===== config.mk =====
export PLATFORM = sky130hd
export DESIGN_NAME = fetch_stage
export DESIGN_NICKNAME = d
export VERILOG_FILES = /design/src/rtl/fetch_stage.sv
export SDC_FILE = /design/constraint.sdc
export NUM_CORES = 1
export LEC_CHECK = 0
export BUFFER_PORTS_ARGS = -buffer_cell sky130_fd_sc_hd__buf_2
export CELL_PAD_IN_SITES_DETAIL_PLACEMENT = 1
export CELL_PAD_IN_SITES_GLOBAL_PLACEMENT = 2
export CORE_MARGIN = 5
export CORE_UTILIZATION = 30
export DETAILED_ROUTE_END_ITERATION = 6
export PLACE_DENSITY_LB_ADDON = 0.12
export SKIP_LAST_GASP = 1
export SLEW_MARGIN = 10
export SYNTH_ARGS = -nofsm -noshare
export SYNTH_HDL_FRONTEND = slang
export SYNTH_SLANG_ARGS = --single-unit

===== constraint.sdc =====
create_clock -name clk -period 2.9 [get_ports clk]
set_clock_uncertainty 0.1 [all_clocks]
set_input_delay 0.29 -clock clk [delete_from_list [all_inputs] [get_ports clk]]
set_output_delay 0.29 -clock clk [all_outputs]
set_load 0.01 [all_outputs]

===== src/rtl/fetch_stage.sv =====
// rtl/fetch_stage.sv - instruction fetch stage, one outstanding imem request, redirect/kill handling
// Optional FETCH_PERF_CNT_EN adds fetch_count (instructions handed to decode).
module fetch_stage #(
  parameter logic [31:0] RESET_PC = 32'h0000_0000
) (
  input  logic        clk,
  input  logic        rst_n,
  output logic        imem_req_valid,
  output logic [31:0] imem_req_addr,
  input  logic        imem_req_ready,
  input  logic        imem_resp_valid,
  input  logic [31:0] imem_resp_data,
  input  logic        redirect_valid,
  input  logic [31:0] redirect_pc,
  output logic        out_valid,
  output logic [31:0] out_instr,
  output logic [31:0] out_pc,
  input  logic        out_ready
`ifdef FETCH_PERF_CNT_EN
  ,
  output logic [31:0] fetch_count
`endif
);

  typedef enum logic [1:0] {IDLE, REQ, WAIT, HOLD} state_e;

  state_e      state_q, state_d;
  logic [31:0] pc_q, pc_d;
  logic        kill_q, kill_d;
  logic        out_valid_q, out_valid_d;
  logic [31:0] out_instr_q, out_instr_d;
  logic [31:0] out_pc_q, out_pc_d;

  assign imem_req_valid = (state_q == REQ);
  assign imem_req_addr  = pc_q;
  assign out_valid      = out_valid_q;
  assign out_instr      = out_instr_q;
  assign out_pc         = out_pc_q;

  always_comb begin
    state_d     = state_q;
    pc_d        = pc_q;
    kill_d      = kill_q;
    out_valid_d = out_valid_q;
    out_instr_d = out_instr_q;
    out_pc_d    = out_pc_q;

    if (out_valid_q && out_ready) out_valid_d = 1'b0;

    unique case (state_q)
      IDLE: state_d = REQ;
      REQ:  if (imem_req_ready) state_d = WAIT;
      WAIT: begin
        if (imem_resp_valid) begin
          if (kill_q) begin
            kill_d  = 1'b0;
            state_d = REQ;
          end else begin
            out_valid_d = 1'b1;
            out_instr_d = imem_resp_data;
            out_pc_d    = pc_q;
            pc_d        = pc_q + 32'd4;
            state_d     = HOLD;
          end
        end
      end
      HOLD: if (!out_valid_q || out_ready) state_d = REQ;
      default: state_d = IDLE;
    endcase

    // Redirect overrides everything above; a request already in flight is
    // marked so its response is dropped when it finally arrives.
    if (redirect_valid) begin
      pc_d        = redirect_pc;
      out_valid_d = 1'b0;
      out_instr_d = out_instr_q;
      out_pc_d    = out_pc_q;
      unique case (state_q)
        REQ: begin
          kill_d  = imem_req_ready;
          state_d = imem_req_ready ? WAIT : REQ;
        end
        WAIT: begin
          kill_d  = !imem_resp_valid;
          state_d = imem_resp_valid ? REQ : WAIT;
        end
        default: state_d = REQ;
      endcase
    end
  end

  always_ff @(posedge clk or negedge rst_n) begin
    if (!rst_n) begin
      state_q     <= IDLE;
      pc_q        <= RESET_PC;
      kill_q      <= 1'b0;
      out_valid_q <= 1'b0;
      out_instr_q <= 32'd0;
      out_pc_q    <= 32'd0;
    end else begin
      state_q     <= state_d;
      pc_q        <= pc_d;
      kill_q      <= kill_d;
      out_valid_q <= out_valid_d;
      out_instr_q <= out_instr_d;
      out_pc_q    <= out_pc_d;
    end
  end

`ifdef FETCH_PERF_CNT_EN
  logic [31:0] fetch_count_q;

  always_ff @(posedge clk or negedge rst_n) begin
    if (!rst_n) begin
      fetch_count_q <= 32'd0;
    end else if (out_valid_q && out_ready) begin
      fetch_count_q <= fetch_count_q + 32'd1;
    end
  end

  assign fetch_count = fetch_count_q;
`endif

endmodule


==> reports/results.txt, run 1 <==
First-pass DRT Iterations: 4
Htree depth: 3
Number of synthesized flops with an enable pin: 0
Crit path time final: 2.530 ns
R2R depth: 8
Startpoint Class: flip-flop
Placer congestion estimate: 0.7312
Grt ovf: 0
WHS: 0.05539 ns
Die Y: 131.6 µm
PortBufs: 167
Worst EP required: 3.03 ns
Root buf cell: clkbuf_16
Ys Warns: 0
Synth async-reset ratio: 100.0%
Layout cell share with drive strength beyond 1: 49.34%
Peak VDD IR: 0.2424 mV
Status: completed
Final Hold Viols: 0
Core Region: 14530 µm²
Worst slack, placed: 0.3628 ns
RSZ-0062 raised after global routing: no
Initial antenna violation count: 2
Post-CTS sizing: 0
Number of global-route vias before repair: 3718
Simple-gate share of the synthesized area: 12.35%
First-pass GRT wire length: 20.13 mm
Syn_area_per_cell: 12.36 µm²
FP Rows: 44
Ant diodes: 0
Clock buffer depth: 2
P_int: 0.003100 W
Starting density of the core: 30.54%
Logic gate share of total power: 29.3%
Max Freq: 395.2 MHz
Via count: 3345
Max transition margin: 52.30%
Max Cap Viol: 0
Setup TNS: 0 ns
Slew Limit Fails: 0
Crit path kind: flip-flop to flip-flop
Portion of netlist area occupied by mux cells: 17.96%
Commonest non-fill, non-tap cell in the layout: buf_2
Synth Area in Adders: 1.128%
Mapped Nets: 433
Hold WC Path Type: input pin to flip-flop
#FFs+latches synth: 100
Slew @ Worst Pin: 0.7154 ns
Pwr/cell area: 777.5 nW/µm²
Post-Syn Area: 4438 µm²
CTS tree: built
WHS Path Cells: 3
Die Area: 17330 µm²
Crit path DAT: 2.66 ns
WL final: 12.12 mm
Area grow syn2layout: 30.45%
Crit-path max cell delay: 0.53 ns
Largest net degree at the start of global routing: 54
Nets: 603
Clock Latency Late Sink: 0.34 ns
Clock sinks: 100
Pwr Total: 0.004501 W
Worst-path cell chain: inv_1 > ha_1 > nand4b_2 > or4_1 > buf_4 > nor3_1 > xor2_1 > mux2_2
Slowest CP cell: or4_1
Largest family of logic cells by synthesized area: multiplexers
# Post-CTS Setup Buffers: 0
Crit share post-route: 87.25%
Final setup margin: 0.3697 ns
Vias per std cell: 4.678
1st-iter DRT viols: 123
Post-Synthesis Cells: 359
Pleak: 2.901 nW
Clk slew on worst S/H paths: 0.07 ns
Critical Path Fanout Max: 10
Post-synthesis compound-gate area fraction: 4.426%
# DRC: 0
Most frequent cells in the layout: buf_2 (166), dfrtp_1 (100), mux2_2 (69)
Wirelength per Cell: 16.96 µm
Netlist cell types: 39
Clock power frac: 24.8%
Sw Share: 31.13%
Ys flop type: dfrtp_1
Xor/xnor share of the synthesized area: 5.526%
Switching Power: 0.001401 W
IO Pins: 168
Chip width: 131.6 µm
Setup Viol. Count Final: 0
Gr usage total: 14.26%
Detailed Place HPWL: 8.853 mm
Hold_buf cts: 1
Sequential area share after synthesis: 56.39%
Detail Route Antenna Nets: 0
Seq pwr share: 45.9%
Cts bufs inserted: 9
CP Capture Type: flip-flop
cell type report:
cell class,count,area [µm²]
well taps,184,230.2
fillers,1649,8745
repair buffers,174,918.4
multi-input cells,236,1843
inverters,8,30.03
flip-flops and latches,100,2502
clock buffers,11,252.7
clock inverters,2,12.51
registers in the layout, indices dropped and copies added (netlist names):
| signal | flops |
|---|---|
| out_valid | 1 |
| out_instr | 32 |
| kill_q | 1 |
| out_pc | 32 |
| state_q | 2 |
| imem_req_addr | 32 |
metrics by stage:
stage               util, %  instances  area, µm²
finish                39.83        715       5789
global route          39.83        715       5789
CTS                   39.83        715       5789
detailed placement    37.94        701       5514
global placement      37.94        701       5514
floorplan                 -        359       4438
path summary, 6_finish.rpt:
check,startpoint,to,slack (ns)
hold / removal,redirect_pc[12],imem_req_addr[12],0.06
hold reg to reg,out_pc[21],out_pc[21],0.40
min in group asynchronous,rst_n,out_instr[23],0.47
max in group asynchronous,rst_n,out_instr[2],1.50
setup reg to reg,state_q[0],imem_req_addr[22],0.37
setup / recovery,state_q[0],imem_req_addr[22],0.37
routing by layer:
metal  vias up  GRT usage (%)  part of all wire (%)
li1       1595              -                     -
met1      1608          19.99                    48
met2       122          20.60                    42
met3        16          4.664                   7.5
met4         4          5.143                   1.5
met5         -              0                  0.12
critical path: cells and delay by family, from the launching register on:
kind	cells	cell delay, ns
AND/OR/NAND/NOR	3	0.94
XOR/XNOR	1	0.09
multiplexers	1	0.26
buffers and inverters	2	0.29
flip-flops	1	0.41
adder cells (fa/ha/maj)	1	0.32
Yosys cell counts (all sizes together) (2+ instances only):
| cell | n | share of area, % |
|---|---|---|
| mux2 | 69 | 18 |
| nand4b | 2 | 0.54 |
| nor3 | 6 | 0.79 |
| or4 | 2 | 0.34 |
| inv | 8 | 0.68 |
| nand2 | 42 | 3.6 |
| xnor2 | 14 | 2.8 |
| nor2 | 7 | 0.59 |
| nand3 | 9 | 1.1 |
| mux2i | 2 | 0.45 |
| o21ai | 28 | 3.2 |
| xor2 | 14 | 2.8 |
| a21oi | 5 | 0.56 |
| ha | 4 | 1.1 |
| buf | 6 | 0.79 |
| dfrtp | 100 | 56 |
| nor4b | 3 | 0.73 |
| nor4 | 4 | 1.6 |
| nor2b | 2 | 0.28 |
| clkbuf | 9 | 0.76 |
| nand4 | 10 | 1.4 |
| nand2b | 2 | 0.28 |
| and3 | 3 | 0.42 |
power by group through the flow:
stage	Sequential, W	Combinational, W	Clock [W]
after floorplan	0.00226	0.000527	0
after global placement	0.00207	0.00133	0
after detailed placement	0.00210	0.00135	0
after CTS	0.00207	0.00136	0.00117
after global routing	0.00213	0.00146	0.00123
final	0.00206	0.00132	0.00112
kinds of logic (layout without fill, tap and decap cells):
family,Yosys count,in the layout
DFF,100,100
and+or+nand+nor,96,96
muxes,71,71
AOI/OAI and AO/OA,37,37
xor gates and xnor gates,28,28
buffers and inverters,23,195
adders and majority gates,4,4
Note: power is estimated with default switching activity, not from simulation.
==> run 2: changes to the inputs <==
--- a/config.mk
+++ b/config.mk
@@ -6,8 +6,6 @@
 export NUM_CORES = 1
 export LEC_CHECK = 0
 export BUFFER_PORTS_ARGS = -buffer_cell sky130_fd_sc_hd__buf_2
-export CELL_PAD_IN_SITES_DETAIL_PLACEMENT = 1
-export CELL_PAD_IN_SITES_GLOBAL_PLACEMENT = 2
 export CORE_MARGIN = 5
 export CORE_UTILIZATION = 30
 export DETAILED_ROUTE_END_ITERATION = 6
==> reports/results.txt, run 2 (synthesis results as in run 1) <==
Clk slew on worst S/H paths: 0.07 ns (about the same)
Gr usage total: 13.08% (was 14.26%)
Worst-path cell chain: inv_1 > ha_1 > nand4b_2 > or4_4 > nor3_1 > xor2_1 > mux2_2 (was inv_1 > ha_1 > nand4b_2 > or4_1 > buf_4 > nor3_1 > xor2_1 > mux2_2)
CP bufs+invs: 1 (was 2)
Detail Route Antenna Nets: 0 (unchanged)
IO Pins: 168 (unchanged)
1st-iter DRT viols: 90 (was 123)
Max Freq: 401.8 MHz (was 395.2 MHz)
Slowest CP cell: or4_4 (was or4_1)
Wirelength per Cell: 15.39 µm (was 16.96 µm)
Cts bufs inserted: 9 (unchanged)
Slew @ Worst Pin: 0.8129 ns (was 0.7154 ns)
CP startpoint: state_q[0] (unchanged)
Clock sinks: 100 (unchanged)
Crit path time final: 2.489 ns (was 2.530 ns)
First-pass DRT Iterations: 4 (unchanged)
Critical Path Fanout Max: 10 (unchanged)
Status: completed (unchanged)
Worst EP required: 3.04 ns (was 3.03 ns)
Final setup margin: 0.4110 ns (was 0.3697 ns)
Grt ovf: 0 (unchanged)
Commonest non-fill, non-tap cell in the layout: buf_2 (unchanged)
Via count: 3322 (was 3345)
Die Y: 131.6 µm (unchanged)
# DRC: 0 (unchanged)
PortBufs: 167 (unchanged)
Worst slack, placed: 0.1824 ns (was 0.3628 ns)
Detailed Place HPWL: 8.182 mm (was 8.853 mm)
Max Cap Viol: 0 (unchanged)
Die Area: 17330 µm² (unchanged)
Placer congestion estimate: 0.7069 (was 0.7312)
Sw Share: 30.52% (was 31.13%)
Worst r2r src: state_q[0] (unchanged)
Crit share post-route: 85.83% (was 87.25%)
HP Start: redirect_pc[21] (was redirect_pc[12])
Placed Cells: 701 (unchanged)
Root buf cell: clkbuf_16 (unchanged)
Setup Viol. Count Final: 0 (unchanged)
Peak VDD IR: 0.3019 mV (was 0.2424 mV)
Final Hold Viols: 0 (unchanged)
Chip width: 131.6 µm (unchanged)
Seq pwr share: 45.0% (was 45.9%)
WL final: 11.05 mm (was 12.12 mm)
WHS: 0.04989 ns (was 0.05539 ns)
Pleak: 2.913 nW (was 2.901 nW)
Startpoint Class: flip-flop (unchanged)
P_int: 0.003174 W (was 0.003100 W)
FP Rows: 44 (unchanged)
Starting density of the core: 30.54% (unchanged)
Clock Latency Late Sink: 0.35 ns (was 0.34 ns)
Logic gate share of total power: 28.4% (was 29.3%)
Nets: 603 (unchanged)
Core Region: 14530 µm² (unchanged)
Largest net degree at the start of global routing: 64 (was 54)
Htree depth: 3 (unchanged)
Vias per std cell: 4.627 (was 4.678)
Switching Power: 0.001395 W (was 0.001401 W)
Layout cell share with drive strength beyond 1: 49.81% (was 49.34%)
Final std cells w/o fill: 718 (was 715)
Initial antenna violation count: 1 (was 2)
Slew Limit Fails: 0 (unchanged)
CP top delay family: simple AND/OR/NAND/NOR gates (unchanged)
Number of global-route vias before repair: 3564 (was 3718)
First-pass GRT wire length: 18.61 mm (was 20.13 mm)
CP Capture Type: flip-flop (unchanged)
Clock power frac: 26.6% (was 24.8%)
Fin util: 40.03% (was 39.83%)
Most frequent cells in the layout: buf_2 (166), dfrtp_1 (100), mux2_2 (69) (unchanged)
Setup TNS: 0 ns (unchanged)
RSZ-0062 raised after global routing: no (unchanged)
Crit path DAT: 2.62 ns (was 2.66 ns)
Area grow syn2layout: 31.10% (was 30.45%)
Hold WC Path Type: input pin to flip-flop (unchanged)
Ant diodes: 0 (unchanged)
CTS tree: built (unchanged)
Crit-path max cell delay: 0.66 ns (was 0.53 ns)
Crit path kind: flip-flop to flip-flop (unchanged)
Pwr/cell area: 785.3 nW/µm² (was 777.5 nW/µm²)
Clock buffer depth: 2 (unchanged)
Max transition margin: 45.81% (was 52.30%)
# Post-CTS Setup Buffers: 0 (unchanged)
[run 2: power by group through the flow]
| stage | sequential [W] | clock, W | combinational [W] |
|---|---|---|---|
| after floorplan | 0.00226 | 0 | 0.000527 |
| after global placement | 0.00206 | 0 | 0.00132 |
| after detailed placement | 0.00209 | 0 | 0.00133 |
| after CTS | 0.00207 | 0.00127 | 0.00133 |
| after global routing | 0.00213 | 0.00132 | 0.00144 |
| final | 0.00206 | 0.00121 | 0.00130 |
[run 2: area by class of cell]
type	count	area, µm²
fill	1465	8716
sequential	100	2502
multi-input combinational	236	1847
timing repair buffer	174	905.9
clock buffer	10	239.0
tap	184	230.2
clock inverter	6	63.81
inverter	8	30.03
[run 2: worst paths after layout]
path                                     endpoint  slack [ns]  cells past startpoint
worst max register to register  imem_req_addr[22]        0.41                      7
worst max-delay path            imem_req_addr[22]        0.41                      7
worst min-delay path            imem_req_addr[21]        0.05                      3
max in group asynchronous       imem_req_addr[30]        1.44                      3
worst min register to register         out_pc[12]        0.40                      1
min in group asynchronous       imem_req_addr[13]        0.49                      2
[run 2: tightest hold or removal path, stage by stage]
cell and delay (ns):
buf_2 0.08, nand2_1 0.04, o21ai_0 0.06
[run 2: stage by stage]
stage	cell area (µm²)	power, W
floorplan	4438	0.002786
global placement	5502	0.003384
detailed placement	5502	0.003418
CTS	5814	0.004667
global route	5818	0.004881
finish	5818	0.004569
[run 2: metal layers]
metal  global-route usage, %  up-vias  part of all wire (%)
li1                        -     1601                     -
met1                   16.48     1587                    45
met2                   20.71      119                    45
met3                   5.390       13                   8.7
met4                   3.771        2                   1.4
met5                       0        -                  0.12
[run 2: repair_timing]
item | in CTS | in global routing
hold buffers | 1 | 0
resized for setup | 0 | 1
hold endpoints to repair | 61 | 0
setup endpoints to repair | 0 | 1
